File: src/rtl/pll_drp_reconfig.sv
// Runtime reconfiguration sequencer for a PLLE2_ADV: holds the PLL in reset, rewrites the
// CLKOUT0/CLKFBOUT/DIVCLK counter registers over DRP by read-modify-write, then waits for lock.
//
//   state      | meaning
//   -----------+------------------------------------------------------------
//   IDLE       | ready for a request; pll_rst follows the sticky fault flag
//   RST_PLL    | PLL held in reset, register walk about to start
//   RD         | one-cycle DRP read strobe of the current register
//   RD_WAIT    | waiting for read DRDY, merge new fields into the read word
//   WR         | one-cycle DRP write strobe with the merged word
//   WR_WAIT    | waiting for write DRDY, advance to next register or release
//   RELEASE    | PLL reset dropped
//   LOCK_WAIT  | waiting for LOCKED or the lock timeout
module pll_drp_reconfig #(
    parameter int DRDY_TIMEOUT = 255,
    parameter int LOCK_TIMEOUT = 1048575
) (
    input  logic        refclk,
    input  logic        rst,
    input  logic        cfg_valid,
    input  logic [6:0]  cfg_mult,
    input  logic [7:0]  cfg_div0,
    input  logic [5:0]  cfg_divclk,
    output logic        cfg_ready,
    output logic        cfg_done,
    output logic        cfg_err,
    output logic        pll_rst,
    input  logic        pll_locked,
    output logic [6:0]  drp_daddr,
    output logic        drp_den,
    output logic        drp_dwe,
    output logic [15:0] drp_di,
    input  logic [15:0] drp_do,
    input  logic        drp_drdy
);

    localparam logic [2:0] S_IDLE      = 3'd0;
    localparam logic [2:0] S_RST_PLL   = 3'd1;
    localparam logic [2:0] S_RD        = 3'd2;
    localparam logic [2:0] S_RD_WAIT   = 3'd3;
    localparam logic [2:0] S_WR        = 3'd4;
    localparam logic [2:0] S_WR_WAIT   = 3'd5;
    localparam logic [2:0] S_RELEASE   = 3'd6;
    localparam logic [2:0] S_LOCK_WAIT = 3'd7;

    localparam logic [2:0] LAST_IDX = 3'd4;

    // One shared down-counter serves both the DRDY and the lock timeouts.
    localparam int TMAX = (LOCK_TIMEOUT > DRDY_TIMEOUT) ? LOCK_TIMEOUT : DRDY_TIMEOUT;
    localparam int TW   = $clog2(TMAX + 1);
    localparam logic [TW-1:0] DRDY_LOAD = TW'(DRDY_TIMEOUT - 1);
    localparam logic [TW-1:0] LOCK_LOAD = TW'(LOCK_TIMEOUT - 1);

    logic [2:0]    state;
    logic [2:0]    idx;
    logic [TW-1:0] timer;
    logic          fault;
    logic [6:0]    mult_q;
    logic [7:0]    div0_q;
    logic [5:0]    divclk_q;

    logic          cfg_legal;
    logic [13:0]   enc_out;
    logic [13:0]   enc_fb;
    logic [13:0]   enc_dc;
    logic [15:0]   keep_mask;
    logic [15:0]   new_bits;
    logic [15:0]   merged;

    // Counter encoding packed as {EDGE, NO_COUNT, HIGH[5:0], LOW[5:0]}; a count of 64 wraps to 0.
    function automatic logic [13:0] enc_div(input logic [7:0] d);
        if (d == 8'd1) begin
            return {1'b0, 1'b1, 6'd1, 6'd1};
        end
        return {d[0], 1'b0, 6'(d >> 1), 6'(d - (d >> 1))};
    endfunction

    function automatic logic [6:0] reg_addr(input logic [2:0] i);
        case (i)
            3'd0:    return 7'h08;
            3'd1:    return 7'h09;
            3'd2:    return 7'h14;
            3'd3:    return 7'h15;
            3'd4:    return 7'h16;
            default: return 7'h00;
        endcase
    endfunction

    assign cfg_legal = (cfg_mult >= 7'd2) && (cfg_mult <= 7'd64) &&
                       (cfg_div0 >= 8'd1) && (cfg_div0 <= 8'd128) &&
                       (cfg_divclk >= 6'd1) && (cfg_divclk <= 6'd56);

    always_comb begin
        enc_out   = enc_div(div0_q);
        enc_fb    = enc_div({1'b0, mult_q});
        enc_dc    = enc_div({2'b00, divclk_q});
        keep_mask = 16'h0000;
        new_bits  = 16'h0000;
        case (idx)
            3'd0: begin
                keep_mask = 16'h1000;
                new_bits  = {4'b0000, enc_out[11:0]};
            end
            3'd1: begin
                keep_mask = 16'hFF00;
                new_bits  = {8'h00, enc_out[13:12], 6'b000000};
            end
            3'd2: begin
                keep_mask = 16'h1000;
                new_bits  = {4'b0000, enc_fb[11:0]};
            end
            3'd3: begin
                keep_mask = 16'hFF00;
                new_bits  = {8'h00, enc_fb[13:12], 6'b000000};
            end
            3'd4: begin
                keep_mask = 16'hC000;
                new_bits  = {2'b00, enc_dc};
            end
            default: begin
                keep_mask = 16'h0000;
                new_bits  = 16'h0000;
            end
        endcase
        merged = (drp_do & keep_mask) | new_bits;
    end

    // Outputs are registered from the transition being taken, so every strobe is one cycle wide.
    always_ff @(posedge refclk) begin
        if (rst) begin
            state     <= S_IDLE;
            idx       <= 3'd0;
            timer     <= '0;
            fault     <= 1'b0;
            mult_q    <= 7'd0;
            div0_q    <= 8'd0;
            divclk_q  <= 6'd0;
            pll_rst   <= 1'b1;
            cfg_ready <= 1'b0;
            cfg_done  <= 1'b0;
            cfg_err   <= 1'b0;
            drp_den   <= 1'b0;
            drp_dwe   <= 1'b0;
            drp_daddr <= 7'd0;
            drp_di    <= 16'd0;
        end else begin
            cfg_done <= 1'b0;
            cfg_err  <= 1'b0;
            drp_den  <= 1'b0;
            drp_dwe  <= 1'b0;
            case (state)
                S_IDLE: begin
                    cfg_ready <= 1'b1;
                    pll_rst   <= fault;
                    if (cfg_valid && cfg_ready) begin
                        mult_q   <= cfg_mult;
                        div0_q   <= cfg_div0;
                        divclk_q <= cfg_divclk;
                        idx      <= 3'd0;
                        if (cfg_legal) begin
                            state     <= S_RST_PLL;
                            cfg_ready <= 1'b0;
                            pll_rst   <= 1'b1;
                        end else begin
                            cfg_err <= 1'b1;
                        end
                    end
                end
                S_RST_PLL: begin
                    state     <= S_RD;
                    drp_den   <= 1'b1;
                    drp_daddr <= reg_addr(idx);
                end
                S_RD: begin
                    state <= S_RD_WAIT;
                    timer <= DRDY_LOAD;
                end
                S_RD_WAIT: begin
                    if (drp_drdy) begin
                        state   <= S_WR;
                        drp_den <= 1'b1;
                        drp_dwe <= 1'b1;
                        drp_di  <= merged;
                    end else if (timer == '0) begin
                        state     <= S_IDLE;
                        cfg_err   <= 1'b1;
                        cfg_ready <= 1'b1;
                        fault     <= 1'b1;
                    end else begin
                        timer <= timer - TW'(1);
                    end
                end
                S_WR: begin
                    state <= S_WR_WAIT;
                    timer <= DRDY_LOAD;
                end
                S_WR_WAIT: begin
                    if (drp_drdy) begin
                        if (idx == LAST_IDX) begin
                            state   <= S_RELEASE;
                            pll_rst <= 1'b0;
                            fault   <= 1'b0;
                        end else begin
                            idx       <= idx + 3'd1;
                            state     <= S_RD;
                            drp_den   <= 1'b1;
                            drp_daddr <= reg_addr(idx + 3'd1);
                        end
                    end else if (timer == '0) begin
                        state     <= S_IDLE;
                        cfg_err   <= 1'b1;
                        cfg_ready <= 1'b1;
                        fault     <= 1'b1;
                    end else begin
                        timer <= timer - TW'(1);
                    end
                end
                S_RELEASE: begin
                    state <= S_LOCK_WAIT;
                    timer <= LOCK_LOAD;
                end
                S_LOCK_WAIT: begin
                    if (pll_locked) begin
                        state     <= S_IDLE;
                        cfg_done  <= 1'b1;
                        cfg_ready <= 1'b1;
                    end else if (timer == '0) begin
                        state     <= S_IDLE;
                        cfg_err   <= 1'b1;
                        cfg_ready <= 1'b1;
                    end else begin
                        timer <= timer - TW'(1);
                    end
                end
                default: begin
                    state     <= S_IDLE;
                    cfg_ready <= 1'b1;
                end
            endcase
        end
    end

endmodule

File: config.mk
export PLATFORM = sky130hd
export DESIGN_NAME = pll_drp_reconfig
export DESIGN_NICKNAME = d
export VERILOG_FILES = /design/src/rtl/pll_drp_reconfig.sv
export SDC_FILE = /design/constraint.sdc
export NUM_CORES = 1
export LEC_CHECK = 0
export CAP_MARGIN = 10
export CORE_MARGIN = 4
export CORE_UTILIZATION = 38
export CTS_CLUSTER_SIZE = 28
export DETAILED_ROUTE_END_ITERATION = 12
export HOLD_SLACK_MARGIN = 0.15
export SLEW_MARGIN = 30
export SYNTH_ARGS = -nofsm -noshare
export SYNTH_HDL_FRONTEND = slang
export SYNTH_SLANG_ARGS = --single-unit
File: constraint.sdc
create_clock -name refclk -period 2.85 [get_ports refclk]
set_input_delay 0.57 -clock refclk [delete_from_list [all_inputs] [get_ports refclk]]
set_output_delay 0.57 -clock refclk [all_outputs]
set_load 0.005 [all_outputs]
==> reports/metrics.cfg, run 1 <==
[finish]
drive_gt1_frac=0.0912
final_nets=753
num_antenna_cells=0
area_growth_pct=21.4
fill_cells=1287
utilization=0.469

[yosys]
ys.flop_type=dfxtp_1
ys_seq_elements=74
synth_top_area_cell=dfxtp_1
synthTopCellsByArea=dfxtp_1 30%, ha_1 8.5%, nand2_1 6.2%
synth.distinct_cells=80
netlist.area_leader.share=0.304
ys_async_sr_fraction=0
yosysSeqAreaShare=0.304
syn_avg_cell_area_um2=7.83
syn_inst=623
yosys_warnings=0
synth_area_um2=4880
synth_edf_count=0

[cts]
cts_hold_buffers=0
htree_levels=3
cts_buffer_depth=2
clk_pin_slew_ns=0.06
cts_tree=done
postCtsResizedCells=0
clkLatencyLatePin_ns=0.34
clock-sinks=74
post-cts-setup-buffers=0
cts-buffers-inserted=9
root_buffer=clkbuf_16

[drt]
drt-initial-drc-count=407
wirelength_um=13800
antenna_left=0
route.detailed.drc=0
wire_per_inst_um=16.2
viasPerCell=5.59
drtPass1Iterations=5
num_vias=4760

[setup_path]
crit_start=cfg_mult[2]
reg2reg_to=timer[4]
cp-endpoint=state[0]
slowest_delay_ns=0.54
path_cells=clkdlybuf4s50_1 -> or4_1 -> nor4b_1 -> o2111ai_1 -> o21a_1 -> a211oi_1
cp_top_family=simple AND/OR/NAND/NOR gates
cp-start-kind=input port
worst-path-stages=6
cpMaxStageDelayCell=or4_1
crit_type=input port to register
cp.arrival_ns=2.61
reg2reg_depth=8
path_buf_inv=1
reg2reg_setup_slack_ns=0.51
cp.required_ns=3.11
cp_max_fo=3
rr_startpoint=timer[0]
cp-end-kind=register

[sta]
skew_ns=0.0107
finalHoldViolCount=0
rsz0062_at_grt=no
min_period_over_period=0.825
fin_hold_ws_ns=0.455
max-slew-margin-rel=0.558
final-setup-viol-count=0
max_freq_mhz=425
fin_tns_setup_ns=0
finalCriticalPeriod_ns=2.35
worst_slew_pin_slew_ns=0.663
drv_slew=0
setup_ws_ns=0.498

[global_routing]
track_usage=0.192
grt_max_degree=39
grt_util_met1=0.269
first_global_vias=4511
antenna_found_initial=0
use_met3=0.0420
grt_overflow=0
grt.busiest_layer=met2
grt_pass1_wl_um=22700
grt_util_met2=0.297

[power_and_ir_drop]
power.leakage_nw=2.19
max-vdd-ir-drop_uv=326
powerDensity_nw_per_um2=637
p_clk_frac=0.303
p_sw_frac=0.363
power.internal_mw=2.40
pwr-share-seq=0.335
p_sw_mw=1.37
combPwrFrac=0.361
power_mw=3.77

[floorplanning]
pin_count=71
rows=41
initial_core_util=0.387
core-area_um2=12600
dieWidth_um=121
die_h_um=121
dieArea_um2=14700

[status]
outcome=finished clean

[placement]
gp_congestion=0.924
post-dp-hpwl_um=10400
place_ws_ns=0.161
port_buffers=60

[job]
cap_violations=0

[worst_hold_path]
hp-class=register to register

==> metal layers <==
metal,vias up,part of all wire
met5,-,0
met1,2257,0.48
met2,120,0.45
li1,2364,-
met3,19,0.049
met4,0,0.014
==> per-stage QoR <==
step           instances  area [um2]
2_1_floorplan        624        4880
6_report             852        5920
5_1_grt              852        5920
3_5_place_dp         836        5630
3_3_place_gp         836        5630
4_1_cts              852        5920
==> tightest hold or removal path, cell delays in order (launching register included) <==
cell     delay (ns)
dfxtp_1        0.31
nand2_1        0.05
a21oi_1        0.05
==> flip-flops by register name, summed over array words and instances (netlist names), 3 cells and up <==
name / cells
div0_q: 8
divclk_q: 6
mult_q: 7
drp_daddr: 4
timer: 20
state: 3
drp_di: 16
idx: 3
==> worst min-delay path by stage <==
stage | from | end | cells after the start
after floorplan | div0_q[7] | div0_q[7] | 2
after detailed placement | drp_di[14] | drp_di[14] | 2
after CTS | drp_di[15] | drp_di[15] | 2
after global placement | drp_di[15] | drp_di[15] | 2
after global routing | drp_di[7] | drp_di[7] | 2
final | drp_di[14] | drp_di[14] | 2
==> logic make-up (layout without fill, tap and decap cells) <==
family | count (synthesis) | in the layout | synth area share
DFF | 74 | 74 | 0.304
and+or+nand+nor | 241 | 241 | 0.247
buffers and inverters | 71 | 127 | 0.0690
adders and majority gates | 36 | 36 | 0.0969
AOI/OAI and AO/OA | 186 | 186 | 0.256
other | 1 | 2 | 0.000768
xor gates and xnor gates | 9 | 9 | 0.0162
muxes | 5 | 5 | 0.0103
==> power groups by stage <==
| stage | Clock (mW) | Combinational (mW) | Sequential [mW] |
|---|---|---|---|
| 6_report | 1.14 | 1.36 | 1.27 |
| 5_1_grt | 1.22 | 1.51 | 1.28 |
| 4_1_cts | 1.18 | 1.35 | 1.26 |
| 3_5_place_dp | 0 | 1.34 | 1.28 |
| 3_3_place_gp | 0 | 1.32 | 1.28 |
| 2_1_floorplan | 0 | 1.00 | 1.23 |
==> Yosys cell counts, types with 4 or more instances <==
| library cell | count |
|---|---|
| a221oi_1 | 4 |
| nand2_1 | 81 |
| nor4_1 | 4 |
| dfxtp_1 | 74 |
| nor2_1 | 50 |
| o21bai_1 | 6 |
| a211oi_1 | 12 |
| xnor2_1 | 5 |
| buf_4 | 4 |
| nand2b_1 | 11 |
| inv_1 | 30 |
| o22ai_1 | 4 |
| and3_1 | 8 |
| or2_2 | 4 |
| ha_1 | 33 |
| nand3_1 | 18 |
| mux2i_1 | 5 |
| o31ai_1 | 13 |
| or3_1 | 4 |
| a22oi_1 | 5 |
| o21ai_0 | 23 |
| buf_2 | 4 |
| nor2b_1 | 9 |
| nor3_1 | 19 |
| a31oi_1 | 14 |
| xor2_1 | 4 |
| clkbuf_1 | 25 |
| a21oi_1 | 58 |
| or4_1 | 5 |
==> layout make-up <==
| cell class | count | area [um2] | share of cell area |
|---|---|---|---|
| clock buffer | 11 | 243 | 0.0410 |
| tap | 172 | 215 | 0.0363 |
| clock inverter | 5 | 53.8 | 0.00908 |
| multi-input combinational | 479 | 3070 | 0.517 |
| sequential | 74 | 1480 | 0.250 |
| inverter | 30 | 113 | 0.0190 |
| timing repair buffer | 81 | 753 | 0.127 |
==> cells in the final DEF, fill, tap and decap left out, drive strengths merged, types with 14 or more instances in the layout <==
cell type      Yosys  layout
a21oi             61      61
a31oi             14      14
buf               14      22
clkdlybuf4s50      0      59
dfxtp             74      74
ha                33      33
inv               30      30
nand2             81      81
nand3             18      18
nor2              51      51
nor3              21      21
o21ai             24      24
o31ai             14      14
Note: power is estimated with default switching activity, not from simulation.
==> run 2: changes to the inputs <==
==> constraint.sdc (replaced) <==
create_clock -name refclk -period 2.4 [get_ports refclk]
set_input_delay 0.48 -clock refclk [delete_from_list [all_inputs] [get_ports refclk]]
set_output_delay 0.48 -clock refclk [all_outputs]
set_load 0.005 [all_outputs]
==> run 2 against run 1 <==
Net effect: critical endpoint unchanged; cell count grew 2.8%; non-clock buffer count grew 24; total power grew 21%; setup slack lost 0.32 ns; sequential power grew 17%.
==> reports/metrics.cfg, run 2 (same netlist as run 1, synthesis figures left out) <==
[finish]
final_common_cell=nand2_1  ; unchanged
stdcell_area_um2=6130  ; was 5920 um2
final_nets=777  ; was 753
drive_gt1_frac=0.119  ; was 0.0912
num_antenna_cells=0  ; unchanged
reg.largest.list=timer: 20 flops, drp_di: 16 flops, div0_q: 8 flops  ; unchanged
area_growth_pct=25.7  ; was 21.4%
largest_register_ffs=20  ; unchanged
final_cell_mix=81 x nand2_1, 74 x dfxtp_1, 59 x clkdlybuf4s50_1, 58 x a21oi_1, 50 x nor2_1  ; unchanged
largest_register=timer  ; unchanged

[power_and_ir_drop]
power_mw=4.56  ; was 3.77 mW
pwr-share-seq=0.325  ; was 0.335
power.leakage_nw=2.31  ; was 2.19 nW
powerDensity_nw_per_um2=743  ; was 637 nW/um2
p_sw_frac=0.354  ; was 0.363
combPwrFrac=0.373  ; was 0.361
max-vdd-ir-drop_uv=324  ; was 326 uV
p_sw_mw=1.61  ; was 1.37 mW
power.internal_mw=2.94  ; was 2.40 mW
p_clk_frac=0.302  ; was 0.303

[floorplanning]
dieWidth_um=121  ; unchanged
dieArea_um2=14700  ; unchanged
initial_core_util=0.387  ; unchanged
core-area_um2=12600  ; unchanged
pin_count=71  ; unchanged
die_h_um=121  ; unchanged
rows=41  ; unchanged

[global_routing]
grt_pass1_wl_um=22700  ; about the same
antenna_found_initial=0  ; unchanged
grt_overflow=0  ; unchanged
grt_max_degree=65  ; was 39
track_usage=0.193  ; was 0.192
first_global_vias=4575  ; was 4511

[setup_path]
cp-end-kind=register  ; unchanged
cp_max_fo=3  ; unchanged
crit_type=input port to register  ; unchanged
cp-start-kind=input port  ; unchanged
cp.arrival_ns=2.48  ; was 2.61 ns
cp.required_ns=2.66  ; was 3.11 ns

[drt]
wirelength_um=14000  ; was 13800 um
antenna_left=0  ; unchanged
met3_length_um=872  ; was 676 um
wire_per_inst_um=16.0  ; was 16.2 um
highest_layer=met4  ; unchanged
wl_met1_um=6540  ; was 6670 um
routed-wl-met2_um=6340  ; was 6290 um
drtPass1Iterations=7  ; was 5
route.detailed.drc=0  ; unchanged
drt-initial-drc-count=324  ; was 407
num_vias=4867  ; was 4760
viasPerCell=5.56  ; was 5.59

[cts]
cts_hold_buffers=0  ; unchanged
cts-buffers-inserted=9  ; unchanged
clock-sinks=74  ; unchanged
root_buffer=clkbuf_16  ; unchanged
cts_tree=done  ; unchanged
cts_buffer_depth=2  ; unchanged
clk_pin_slew_ns=0.05  ; was 0.06 ns
clkLatencyLatePin_ns=0.34  ; about the same
postCtsResizedCells=0  ; unchanged
post-cts-setup-buffers=0  ; unchanged
htree_levels=3  ; unchanged

[status]
outcome=finished clean  ; unchanged

[sta]
finalCriticalPeriod_ns=2.22
max-slew-margin-rel=0.618  ; was 0.558
setup_ws_ns=0.181  ; was 0.498 ns
max_freq_mhz=451
worst_slew_pin_slew_ns=0.573  ; was 0.663 ns
rsz0062_at_grt=no  ; unchanged
min_period_over_period=0.925
finalHoldViolCount=0  ; unchanged
skew_ns=0.00487  ; was 0.0107 ns
final-setup-viol-count=0  ; unchanged
drv_slew=0  ; unchanged

[placement]
place_ws_ns=-0.130  ; was 0.161 ns
port_buffers=60  ; unchanged
gp_congestion=0.921  ; was 0.924
post-dp-hpwl_um=10500  ; was 10400 um
placed_area_um2=5830  ; was 5630 um2

[job]
cap_violations=0  ; unchanged

[worst_hold_path]
hp-class=register to register  ; unchanged

run 2: cell count changes in the layout (fill, tap and decap cells not counted):
| cell | delta |
|---|---|
| buf_4 | +22 |
| clkinv_2 | -2 |
| clkbuf_8 | +1 |
| buf_12 | +2 |
| clkinv_4 | -1 |
| clkbuf_1 | +2 |
run 2: path summary, 6_finish.rpt:
kind,cells after the start,from,end,slack [ns]
worst max register to register,8,timer[0],timer[16],0.19
worst min register to register,2,drp_di[7],drp_di[7],0.45
worst max-delay path,7,cfg_mult[2],state[0],0.18
worst min-delay path,2,drp_di[7],drp_di[7],0.45
run 2: routing by layer:
| metal | vias to the layer above | GRT usage |
|---|---|---|
| met1 | 2301 | 0.273 |
| li1 | 2404 | - |
| met5 | - | 0 |
| met2 | 141 | 0.294 |
| met3 | 21 | 0.0429 |
| met4 | 0 | 0.0574 |
run 2: area by class of cell:
| class | count | area, um2 |
|---|---|---|
| fill | 1288 | 6490 |
| multi-input combinational | 479 | 3070 |
| sequential | 74 | 1480 |
| timing repair buffer | 105 | 958 |
| clock buffer | 14 | 264 |
| tap | 172 | 215 |
| inverter | 30 | 113 |
| clock inverter | 2 | 35.0 |
run 2: metrics by stage:
stage	instances	utilization	setup TNS, ns	hold WS (ns)
final	876	0.486	0	0.450
after global routing	876	0.486	0	0.479
after CTS	876	0.486	0	0.455
after detailed placement	860	0.462	-0.221	0.450
after global placement	860	0.462	-0.228	0.442
after floorplan	624	-	0	0.440
run 2: worst max-delay path: stages:
cell	delay (ns)
clkdlybuf4s50_1	0.42
or4_1	0.56
nor4b_1	0.30
o2111ai_1	0.16
buf_4	0.18
o21a_1	0.18
a211oi_1	0.19
run 2: power by group through the flow:
stage	Sequential, mW	Combinational, mW	Clock, mW
6_report	1.48	1.70	1.38
5_1_grt	1.50	1.88	1.45
4_1_cts	1.48	1.69	1.40
3_5_place_dp	1.50	1.68	0
3_3_place_gp	1.50	1.65	0
2_1_floorplan	1.46	1.19	0
